==> src/rtl/uart_pkg.sv <==
// Shared types and helpers for the 8N1 UART receiver.
// Parity support is selected in uart_rx with the UART_RX_PARITY_EN macro.
package uart_pkg;

  localparam int unsigned DATA_BITS = 8;

  typedef enum logic [2:0] {
    IDLE,
    START,
    DATA,
    PARITY,
    STOP,
    WAIT_IDLE
  } state_e;

  // Oversample divider; clamped to 1 so a too-fast baud still yields a legal counter.
  function automatic int unsigned calc_div(input int unsigned clk_freq,
                                           input int unsigned baud_rate,
                                           input int unsigned oversample);
    int unsigned div;
    div = clk_freq / (baud_rate * oversample);
    return (div == 0) ? 1 : div;
  endfunction

endpackage

==> src/rtl/uart_rx_if.sv <==
// Receiver-side bundle: serial line in, byte and status pulses out.
interface uart_rx_if;
  import uart_pkg::*;

  logic                 iRx;
  logic [DATA_BITS-1:0] oData;
  logic                 oValid;
  logic                 oFrame_err;
  logic                 oParity_err;
  logic                 oBusy;

  modport master (
    input  iRx,
    output oData, oValid, oFrame_err, oParity_err, oBusy
  );

  modport slave (
    output iRx,
    input  oData, oValid, oFrame_err, oParity_err, oBusy
  );

endinterface

==> src/rtl/uart_rx_tick_gen.sv <==
// Oversample tick divider for the receiver: counts 0..DIV-1 and pulses at DIV-1.
// The restart input realigns the count to a detected start edge.
module uart_rx_tick_gen #(
  parameter int unsigned DIV = 10
) (
  input  logic iClk,
  input  logic iRst,
  input  logic restart,
  output logic tick_c
);

  localparam int unsigned CW = (DIV > 1) ? $clog2(DIV) : 1;

  logic [CW-1:0] cnt_q, cnt_d;

  always_comb begin
    cnt_d = cnt_q;
    if (restart || (cnt_q == CW'(DIV - 1))) begin
      cnt_d = '0;
    end else begin
      cnt_d = cnt_q + CW'(1);
    end
  end

  always_ff @(posedge iClk or negedge iRst) begin
    if (!iRst) begin
      cnt_q <= '0;
    end else begin
      cnt_q <= cnt_d;
    end
  end

  assign tick_c = (cnt_q == CW'(DIV - 1));

endmodule

==> src/rtl/uart_rx.sv <==
// 8N1 UART receiver, LSB first, 16x-style oversampling with mid-bit sampling.
// Define UART_RX_PARITY_EN to insert an even-parity bit between data and stop.
module uart_rx
  import uart_pkg::*;
#(
  parameter int unsigned CLK_FREQ   = 50000000,
  parameter int unsigned BAUD_RATE  = 9600,
  parameter int unsigned OVERSAMPLE = 16
) (
  input  logic       iClk,
  input  logic       iRst,
  uart_rx_if.master  bus
);

  localparam int unsigned DIV = calc_div(CLK_FREQ, BAUD_RATE, OVERSAMPLE);
  localparam int unsigned SCW = $clog2(OVERSAMPLE);
  localparam int unsigned BIW = $clog2(DATA_BITS);

  logic                 sync1_q, rx_s_q;
  state_e               state_q, state_d;
  logic [SCW-1:0]       samp_q, samp_d;
  logic [BIW-1:0]       bit_q, bit_d;
  logic [DATA_BITS-1:0] shift_q, shift_d;
  logic [DATA_BITS-1:0] data_q, data_d;
  logic                 valid_q, valid_d;
  logic                 ferr_q, ferr_d;
  logic                 busy_q, busy_d;
  logic                 restart_c;
  logic                 tick_c;
  logic                 last_tick_c;
`ifdef UART_RX_PARITY_EN
  logic                 par_q, par_d;
  logic                 perr_q, perr_d;
`endif

  uart_rx_tick_gen #(
    .DIV (DIV)
  ) u_tick_gen (
    .iClk    (iClk),
    .iRst    (iRst),
    .restart (restart_c),
    .tick_c  (tick_c)
  );

  // Final oversample tick of a bit period: mid-bit once aligned by START.
  assign last_tick_c = tick_c && (samp_q == SCW'(OVERSAMPLE - 1));

  always_comb begin
    state_d   = state_q;
    samp_d    = samp_q;
    bit_d     = bit_q;
    shift_d   = shift_q;
    data_d    = data_q;
    valid_d   = 1'b0;
    ferr_d    = 1'b0;
    restart_c = 1'b0;
    busy_d    = (state_q != IDLE);
`ifdef UART_RX_PARITY_EN
    par_d     = par_q;
    perr_d    = 1'b0;
`endif

    case (state_q)
      IDLE: begin
        if (!rx_s_q) begin
          restart_c = 1'b1;
          samp_d    = '0;
          bit_d     = '0;
          state_d   = START;
        end
      end

      START: begin
        if (tick_c) begin
          if (samp_q == SCW'(OVERSAMPLE / 2 - 1)) begin
            samp_d = '0;
            bit_d  = '0;
            state_d = rx_s_q ? IDLE : DATA;
          end else begin
            samp_d = samp_q + SCW'(1);
          end
        end
      end

      DATA: begin
        if (last_tick_c) begin
          samp_d  = '0;
          shift_d = {rx_s_q, shift_q[DATA_BITS-1:1]};
          if (bit_q == BIW'(DATA_BITS - 1)) begin
`ifdef UART_RX_PARITY_EN
            state_d = PARITY;
`else
            state_d = STOP;
`endif
          end else begin
            bit_d = bit_q + BIW'(1);
          end
        end else if (tick_c) begin
          samp_d = samp_q + SCW'(1);
        end
      end

`ifdef UART_RX_PARITY_EN
      PARITY: begin
        if (last_tick_c) begin
          samp_d  = '0;
          par_d   = rx_s_q;
          state_d = STOP;
        end else if (tick_c) begin
          samp_d = samp_q + SCW'(1);
        end
      end
`endif

      STOP: begin
        if (last_tick_c) begin
          samp_d = '0;
          if (rx_s_q) begin
`ifdef UART_RX_PARITY_EN
            if (par_q != (^shift_q)) begin
              perr_d = 1'b1;
            end else begin
              data_d  = shift_q;
              valid_d = 1'b1;
            end
`else
            data_d  = shift_q;
            valid_d = 1'b1;
`endif
            state_d = IDLE;
          end else begin
            ferr_d  = 1'b1;
            state_d = WAIT_IDLE;
          end
        end else if (tick_c) begin
          samp_d = samp_q + SCW'(1);
        end
      end

      // Break or stuck-low line: hold off until the line is released.
      WAIT_IDLE: begin
        if (rx_s_q) begin
          state_d = IDLE;
        end
      end

      default: begin
        state_d = IDLE;
      end
    endcase
  end

  always_ff @(posedge iClk or negedge iRst) begin
    if (!iRst) begin
      sync1_q <= 1'b1;
      rx_s_q  <= 1'b1;
      state_q <= IDLE;
      samp_q  <= '0;
      bit_q   <= '0;
      shift_q <= '0;
      data_q  <= '0;
      valid_q <= 1'b0;
      ferr_q  <= 1'b0;
      busy_q  <= 1'b0;
    end else begin
      sync1_q <= bus.iRx;
      rx_s_q  <= sync1_q;
      state_q <= state_d;
      samp_q  <= samp_d;
      bit_q   <= bit_d;
      shift_q <= shift_d;
      data_q  <= data_d;
      valid_q <= valid_d;
      ferr_q  <= ferr_d;
      busy_q  <= busy_d;
    end
  end

`ifdef UART_RX_PARITY_EN
  always_ff @(posedge iClk or negedge iRst) begin
    if (!iRst) begin
      par_q  <= 1'b0;
      perr_q <= 1'b0;
    end else begin
      par_q  <= par_d;
      perr_q <= perr_d;
    end
  end

  assign bus.oParity_err = perr_q;
`else
  assign bus.oParity_err = 1'b0;
`endif

  assign bus.oData      = data_q;
  assign bus.oValid     = valid_q;
  assign bus.oFrame_err = ferr_q;
  assign bus.oBusy      = busy_q;

endmodule

==> src/flat_wrapper.sv <==
// flat-port wrapper written by rule: the top's interface ports become plain ports
module uart_rx_flat import uart_pkg::*;
#(
  parameter int unsigned CLK_FREQ   = 50000000,
  parameter int unsigned BAUD_RATE  = 9600,
  parameter int unsigned OVERSAMPLE = 16
)
  (iClk, iRst, bus_iRx, bus_oData, bus_oValid, bus_oFrame_err, bus_oParity_err, bus_oBusy);
  uart_rx_if bus_i ();
  input  logic iClk;
  input  logic iRst;
  input wire logic [$bits(bus_i.iRx)-1:0] bus_iRx;
  output wire logic [$bits(bus_i.oData)-1:0] bus_oData;
  output wire logic [$bits(bus_i.oValid)-1:0] bus_oValid;
  output wire logic [$bits(bus_i.oFrame_err)-1:0] bus_oFrame_err;
  output wire logic [$bits(bus_i.oParity_err)-1:0] bus_oParity_err;
  output wire logic [$bits(bus_i.oBusy)-1:0] bus_oBusy;
  assign bus_i.iRx = bus_iRx;
  assign bus_oData = bus_i.oData;
  assign bus_oValid = bus_i.oValid;
  assign bus_oFrame_err = bus_i.oFrame_err;
  assign bus_oParity_err = bus_i.oParity_err;
  assign bus_oBusy = bus_i.oBusy;
  uart_rx #(.CLK_FREQ(CLK_FREQ), .BAUD_RATE(BAUD_RATE), .OVERSAMPLE(OVERSAMPLE)) u_core (.iClk(iClk), .iRst(iRst), .bus(bus_i));
endmodule
==> config.mk <==
export PLATFORM = sky130hd
export DESIGN_NAME = uart_rx_flat
export DESIGN_NICKNAME = d
export VERILOG_FILES = /design/src/rtl/uart_pkg.sv /design/src/rtl/uart_rx_if.sv /design/src/rtl/uart_rx_tick_gen.sv /design/src/rtl/uart_rx.sv /design/src/flat_wrapper.sv
export SDC_FILE = /design/constraint.sdc
export NUM_CORES = 1
export LEC_CHECK = 0
export ABC_AREA = 1
export BUFFER_PORTS_ARGS = -buffer_cell sky130_fd_sc_hd__buf_2
export CAP_MARGIN = 40
export CORE_MARGIN = 1
export CORE_UTILIZATION = 30
export CTS_BUF_LIST = sky130_fd_sc_hd__clkbuf_4
export DETAILED_ROUTE_END_ITERATION = 8
export GPL_TIMING_DRIVEN = 1
export PLACE_DENSITY = 0.51
export REMOVE_ABC_BUFFERS = 1
export SKIP_LAST_GASP = 1
export SYNTH_ARGS = -nofsm -noshare
export SYNTH_HDL_FRONTEND = slang
export SYNTH_SLANG_ARGS = --single-unit
==> constraint.sdc <==
create_clock -name iClk -period 1.7 [get_ports iClk]
set_input_delay 0.34 -clock iClk [delete_from_list [all_inputs] [get_ports iClk]]
set_output_delay 0.34 -clock iClk [all_outputs]
set_load 0.05 [all_outputs]
==> impl_metrics.env, run 1 <==
export IMPL_drv_cap=0
export IMPL_syn_cell_area_um2=2030
export IMPL_synth_top_cell_by_area="dfrtp_1"
export IMPL_slowest_stage="dfrtp_1"
export IMPL_synth_seq_cells=40
export IMPL_p_per_area_nw_per_um2=726
export IMPL_worst_endpoint_arrival_ns=1.81
export IMPL_io_buffers=13
export IMPL_cts_tree="built"
export IMPL_cpMostUsedCell="nand2_1"
export IMPL_clockBufferDepth=2
export IMPL_yosysTopAreaCellShare_pct=46.9
export IMPL_io_pins=15
export IMPL_ys_types=27
export IMPL_area_growth_syn_to_layout_pct=13.0
export IMPL_fin_nets=264
export IMPL_wl_per_cell_um=10.9
export IMPL_failed_checks="design-rule violations"
export IMPL_stdcell_area_um2=2290
export IMPL_async_reset_ff_share_pct=100
export IMPL_reg2reg_slack_ns=0.15
export IMPL_wl_met2_um=1630
export IMPL_grt_max_degree=41
export IMPL_seq_area_frac_synth_pct=49.5
export IMPL_crit_start="u_core.u_tick_gen.cnt_q[0]$_DFF_PN0_"
export IMPL_worst_path_largest_cell_delay_ns=0.42
export IMPL_yosys_warnings=0
export IMPL_r2r_end="u_core.state_q[2]$_DFFE_PN0P_"
export IMPL_synth_edf_count=0
export IMPL_ir_drop_mv=0.419
export IMPL_htreeDepth=2
export IMPL_drt_initial_drc_count=69
export IMPL_grt_overflow_total=0
export IMPL_holdBufCountCts=0
export IMPL_start_util_pct=31.5
export IMPL_first_pass_iters=6
export IMPL_wl_um=3630
export IMPL_synthFlopType="dfrtp_1"
export IMPL_hold_viol_final=0
export IMPL_root_buffer="clkbuf_4"
export IMPL_crit_chain="inv_1, ha_1, nand2_1, nor2_4, nand2_2, nand2_2, nand2_4, nor2_4, nand2_1, nand2_1, nand2_1"
export IMPL_wl_met3_um=116
export IMPL_run_status="finished with violations"
export IMPL_clock_skew_ns=0.0176
export IMPL_yosys_top_cells_area="dfrtp_1 47%, nand2_1 12%, o21ai_2 6.5%"
export IMPL_cp_max_fo=5
export IMPL_worstSetupPathType="flip-flop to flip-flop"
export IMPL_placed_area_um2=2170
export IMPL_grt_pass1_vias=1399
export IMPL_rr_startpoint="u_core.u_tick_gen.cnt_q[0]$_DFF_PN0_"
export IMPL_num_antenna_cells=0
export IMPL_r2r_cells=11
export IMPL_grt_pass1_wl_um=6700
export IMPL_worstMarginPinSlew_ns=0.517
export IMPL_fin_crit_sh_pct=90.9
export IMPL_numCtsBuffers=5
export IMPL_drcViolationCount=2
export IMPL_coreArea_um2=6420
export IMPL_grt_usage_pct=12.0
export IMPL_avgSynthCellArea_um2=8.62
export IMPL_start_kind="flip-flop"
export IMPL_cp_end_kind="flip-flop"
export IMPL_vias=1481
export IMPL_setup_viol=0
export IMPL_drv_slew=0
export IMPL_critical_path_endpoint="u_core.state_q[2]$_DFFE_PN0P_"
export IMPL_drt_met1_wl_um=1830
export IMPL_path_clk_slew_ns=0.14
export IMPL_leakage_nw=1.20
export IMPL_fmax_mhz=647
export IMPL_fp_dieW_um=84.2
export IMPL_fin_crit_ns=1.55
export IMPL_antenna_found_initial=0
export IMPL_finalSetupTns_ns=0
export IMPL_die_h_um=84.2
export IMPL_via_per_inst=4.43
export IMPL_top_layer_used="met4"
export IMPL_place_congestion=0.774
export IMPL_dieArea_um2=7080
export IMPL_drive_gt1_share_pct=29.2
export IMPL_cts_sinks=40
export IMPL_clk_latency_ns=0.37
export IMPL_critical_path_required_ns=1.96
export IMPL_drtAntennaViolNets=0
export IMPL_slew_headroom_pct=65.5
export IMPL_hpwlAfterDp_um=2540
export IMPL_fp_row_count=29
export IMPL_syn_inst=235
export IMPL_hold_class="input pin to asynchronous set/reset pin"
[where the power goes]
group          internal, mW  switching [mW]
Sequential            0.956         0.00119
Clock                 0.314           0.360
Combinational       0.00364          0.0266
Total                  1.27           0.387
[how the worst min path moves through the flow]
stage / startpoint / endpoint / slack, ns / cells past startpoint
4_1_cts: iRst / u_core.bus.oData[2]$_DFFE_PN0P_ / 0.03 / 2
3_3_place_gp: u_core.sync1_q$_DFF_PN1_ / u_core.rx_s_q$_DFF_PN1_ / 0.35 / 0
6_report: iRst / u_core.bus.oData[0]$_DFFE_PN0P_ / 0.01 / 2
2_1_floorplan: iRst / u_core.bit_q[0]$_DFFE_PN0P_ / 0.04 / 0
5_1_grt: bus_iRx / u_core.sync1_q$_DFF_PN1_ / 0.02 / 1
3_5_place_dp: u_core.sync1_q$_DFF_PN1_ / u_core.rx_s_q$_DFF_PN1_ / 0.35 / 0
[timing repair]
item                                    CTS  global route
buffers inserted                          0             2
endpoints found under the setup margin    0            27
gates resized for setup                   0             4
[final cells by class]
type,count,area (um^2)
Tap cell,77,96.3
Clock buffer,5,37.5
Sequential cell,40,1000
Fill cell,655,4130
Clock inverter,3,47.5
Multi-Input combinational cell,156,875
Inverter,36,135
Timing Repair Buffer,17,95.1
[per-stage QoR]
step	power, mW	util, %	worst slack (ns)	instances	hold WS (ns)
2_1_floorplan	0.982	-	0.244	232	0.0444
3_3_place_gp	1.01	33.8	0.0892	324	0.349
3_5_place_dp	1.01	33.8	0.0787	324	0.348
4_1_cts	1.69	35.1	0.0403	332	0.0288
5_1_grt	1.74	35.7	-0.0134	334	0.0182
6_report	1.66	35.7	0.154	334	0.0134
[layout by cell type, fill, tap and decap left out]
cell type / instances
clkbuf_4: 5
nand4_1: 5
nand2_1: 64
conb_1: 1
dfrtp_1: 38
nand2_4: 4
nor3b_1: 2
bufinv_16: 1
nor2_1: 18
ha_1: 5
o21ai_2: 15
inv_2: 12
nand3_2: 2
dfstp_2: 2
buf_4: 4
xnor2_1: 1
nand3_1: 13
nor2_2: 4
o21ai_0: 2
clkinv_4: 2
a21oi_2: 2
o21ai_1: 1
a21oi_1: 3
buf_2: 13
inv_1: 24
xor2_1: 1
nand2_2: 5
nor2_4: 3
nor3_1: 4
nand3_4: 1
[kinds of logic (layout without fill, tap and decap cells)]
family,count (synthesis),count (layout),share of synthesized area [%]
DFF,40,40,49.5
buffers and inverters,39,61,8.15
xor gates and xnor gates,2,2,0.865
and+or+nand+nor,125,125,29.3
other,1,1,0.185
AOI/OAI and AO/OA,23,23,8.83
adders and majority gates,5,5,3.09
[critical path, delay by kind of cell (launching register included)]
kind | cells | cell delay, ns
and+or+nand+nor | 9 | 0.82
DFF | 1 | 0.42
adders and majority gates | 1 | 0.14
buffers and inverters | 1 | 0.06
[synthesized netlist by cell type, types with 3 or more instances]
cell type  instances
inv_2             12
inv_1             24
a21oi_1            3
nand2_2            6
nand2_1           65
ha_1               5
dfrtp_1           38
o21ai_2           15
nor3_1             4
nand3_1           13
nor2_2             5
nand4_1            5
nor2_1            18
[per-layer routing]
metal,global-route usage [%],vias to the layer above
met2,17.9,15
met3,3.64,5
met1,16.5,687
met5,0,-
met4,4.23,0
li1,-,774
[registers in the layout, indices dropped and copies added (netlist names)]
| name | flops |
|---|---|
| u_core.bit_q | 3 |
| u_core.bus.oBusy | 1 |
| u_core.bus.oData | 8 |
| u_core.bus.oFrame_err | 1 |
| u_core.bus.oValid | 1 |
| u_core.rx_s_q | 1 |
| u_core.samp_q | 4 |
| u_core.shift_q | 8 |
| u_core.state_q | 3 |
| u_core.sync1_q | 1 |
| u_core.u_tick_gen.cnt_q | 9 |
No activity file was read; power rests on OpenSTA's default activity.
==> inputs of run 2 (changes only) <==
- PLACE_DENSITY: 0.51 -> 0.5
- SYNTH_HIERARCHICAL: default -> 1
==> run 2 against run 1 <==
- sequential share of layout area is 4.4 points lower
- critical endpoint is now u_core/shift_q[6]$_DFFE_PN0P_
- total power hardly changed
- non-clock buffer count is 15 higher
- maximum frequency is 14% lower
- core utilization is 2.0 points higher
- wire length is 16% higher
- largest power group unchanged
- the flow finishes with violations (negative setup slack)
- synthesized cell count is 4.7% higher
- register-to-register slack worse by 0.25 ns
- area after synthesis is 2.9% higher
- die area is 2.8% higher
- clock-buffer cell count stayed put
- final cell count is 8.7% higher
==> impl_metrics.env, run 2 <==
export IMPL_rsz0062_at_grt="yes"
export IMPL_start_util_pct=30.9
export IMPL_ys_top_cells_by_count="72 x nand2_1, 38 x dfrtp_1, 26 x inv_1"
export IMPL_root_buffer="clkbuf_4"
export IMPL_io_buffers=13
export IMPL_place_congestion=0.796
export IMPL_combPwrFrac_pct=2.1
export IMPL_internal_power_mw=1.28
export IMPL_grt_pass1_wl_um=7240
export IMPL_whs_path_depth=1
export IMPL_dp_slack_ns=-0.0669
export IMPL_grt_overflow_total=0
export IMPL_clkPwrFrac_pct=40.2
export IMPL_start_kind="flip-flop"
export IMPL_r2r_cells=12
export IMPL_dieArea_um2=7290
export IMPL_ir_drop_mv=0.271
export IMPL_placed_area_um2=2290
export IMPL_cp_end_kind="flip-flop"
export IMPL_layout_commonest_cell="nand2_1"
export IMPL_power_switching_mw=0.382
export IMPL_p_per_area_nw_per_um2=652
export IMPL_antenna_found_initial=0
export IMPL_fin_crit_sh_pct=105
export IMPL_critical_path_required_ns=1.95
export IMPL_yosys_warnings=6
export IMPL_syn_cell_area_um2=2080
export IMPL_drcViolationCount=0
export IMPL_hold_class="input pin to flip-flop"
export IMPL_seq_area_frac_synth_pct=48.1
export IMPL_top_register="u_core/u_tick_gen/cnt_q"
export IMPL_num_antenna_cells=0
export IMPL_seqPwrFrac_pct=57.7
export IMPL_largest_reg_flops=9
export IMPL_io_pins=15
export IMPL_worstSetupPathType="flip-flop to flip-flop"
export IMPL_clockBufferDepth=2
export IMPL_yosys_top_cells_area="dfrtp_1 46%, nand2_1 13%, inv_1 4.7%"
export IMPL_syn_inst=246
export IMPL_first_pass_iters=5
export IMPL_fmax_mhz=558
export IMPL_yosysTopAreaCellShare_pct=45.6
export IMPL_worstMarginPinSlew_ns=0.574
export IMPL_failed_checks="negative setup slack"
export IMPL_ys_types=27
export IMPL_async_reset_ff_share_pct=100
export IMPL_hpwlAfterDp_um=2680
export IMPL_wl_um=4220
export IMPL_yosysMostFrequentCell="nand2_1"
export IMPL_grt_max_degree=41
export IMPL_via_per_inst=4.39
export IMPL_mostFrequentLayoutCells="62 x nand2_1, 38 x dfrtp_1, 23 x inv_1"
export IMPL_run_status="finished with violations"
export IMPL_fp_row_count=30
export IMPL_setup_viol=14
export IMPL_fin_util_pct=37.7
export IMPL_worst_endpoint_arrival_ns=2.04
export IMPL_grt_pass1_vias=1596
export IMPL_drive_gt1_share_pct=32.5
export IMPL_synth_seq_cells=40
export IMPL_area_growth_syn_to_layout_pct=22.1
export IMPL_synthFlopType="dfrtp_1"
export IMPL_numCtsBuffers=5
export IMPL_fin_nets=290
export IMPL_swShare_pct=23.0
export IMPL_cts_sinks=40
export IMPL_cts_tree="built"
export IMPL_leakage_nw=1.27
export IMPL_synth_edf_count=0
export IMPL_stdcell_area_um2=2550
export IMPL_fin_ws_ns=-0.0913
export IMPL_path_clk_slew_ns=0.13
export IMPL_fin_crit_ns=1.79
export IMPL_clk_latency_ns=0.35
export IMPL_fp_dieW_um=85.4
export IMPL_drv_cap=0
export IMPL_drtAntennaViolNets=0
export IMPL_hold_viol_final=0
export IMPL_clock_skew_ns=0.0115
export IMPL_drt_initial_drc_count=65
export IMPL_avgSynthCellArea_um2=8.47
export IMPL_die_h_um=85.4
export IMPL_cp_max_fo=8
export IMPL_drv_slew=0
export IMPL_coreArea_um2=6760
export IMPL_grt_usage_pct=12.8
export IMPL_vias=1593
export IMPL_slew_headroom_pct=61.7
export IMPL_htreeDepth=2
export IMPL_synth_top_cell_by_area="dfrtp_1"
export IMPL_wl_per_cell_um=11.6
==> run 2: changes by cell type after synthesis, moves of 3 or more <==
cell and change:
o21ai_1 +15, nor2_1 +4, xor2_1 +3, o21ai_2 -15, nor3_1 -4, nand2_1 +7, inv_2 -8
==> run 2: area by class of cell <==
| class | instances | area, um^2 |
|---|---|---|
| Tap cell | 80 | 100 |
| Inverter | 32 | 123 |
| Clock buffer | 5 | 37.5 |
| Sequential cell | 40 | 1000 |
| Clock inverter | 3 | 46.3 |
| Fill cell | 692 | 4210 |
| Timing Repair Buffer | 32 | 235 |
| Multi-Input combinational cell | 171 | 1000 |
==> run 2: worst max-delay path: stages (launching register included) <==
cell and delay [ns]:
dfrtp_1 0.41, inv_2 0.08, ha_4 0.13, nand2_2 0.05
nor2_2 0.11, nand2_2 0.08, inv_2 0.07, nand2_2 0.05
nor2_4 0.18, buf_12 0.14, nand4_4 0.19, nand2_1 0.13
o21ai_1 0.07
==> run 2: power groups by stage <==
stage          clock (mW)  combinational (mW)  sequential (mW)
3_5_place_dp            0              0.0347            0.977
6_report            0.667              0.0345            0.959
5_1_grt             0.731              0.0395            0.960
4_1_cts             0.701              0.0365            0.959
3_3_place_gp            0              0.0345            0.977
2_1_floorplan           0             0.00621            0.976
==> run 2: logic make-up (layout without fill, tap and decap cells) <==
logic type	Yosys count	after routing	synth area share (%)
xor+xnor	5	5	2.10
fa+ha+maj	5	5	3.00
compound gates	23	23	6.18
other cells	1	1	0.180
buf+inv	36	72	7.68
simple gates	136	137	32.7
flops	40	40	48.1
==> run 2: worst paths after layout <==
| kind | from | end | slack (ns) |
|---|---|---|---|
| max | u_core/u_tick_gen/cnt_q[0]$_DFF_PN0_ | u_core/shift_q[6]$_DFFE_PN0P_ | -0.09 |
| min | bus_iRx | u_core/sync1_q$_DFF_PN1_ | 0.07 |
| max reg2reg | u_core/u_tick_gen/cnt_q[0]$_DFF_PN0_ | u_core/shift_q[6]$_DFFE_PN0P_ | -0.09 |
| min reg2reg | u_core/sync1_q$_DFF_PN1_ | u_core/rx_s_q$_DFF_PN1_ | 0.37 |
| max in group asynchronous | iRst | u_core/rx_s_q$_DFF_PN1_ | 0.96 |
| min in group asynchronous | iRst | u_core/bit_q[0]$_DFFE_PN0P_ | 0.48 |
==> run 2: per-layer routing <==
| layer | vias up | wire [um] | global-route usage (%) |
|---|---|---|---|
| met2 | 21 | 2040 | 22.2 |
| met1 | 723 | 2050 | 15.8 |
| met3 | 3 | 115 | 3.02 |
| li1 | 846 | - | - |
| met4 | 0 | 14 | 3.64 |
| met5 | - | 0 | 0 |
==> run 2: metrics by stage <==
stage	setup TNS (ns)	instances	hold WS [ns]	total power, mW
finish	-0.727	363	0.0702	1.66
global route	-3.61	363	0.0378	1.73
CTS	-0.660	361	0.0521	1.70
detailed placement	-0.648	344	0.330	1.01
global placement	-0.0629	344	0.329	1.01
floorplan	0	242	0.0444	0.982
==> run 2: what timing repair did <==
item,CTS,global route
gates cloned,1,0
setup endpoints to repair,17,29
buffers inserted,7,4
endpoints found under the hold margin,38,0
hold buffers,1,0
pin swaps,14,14
resized for setup,7,15
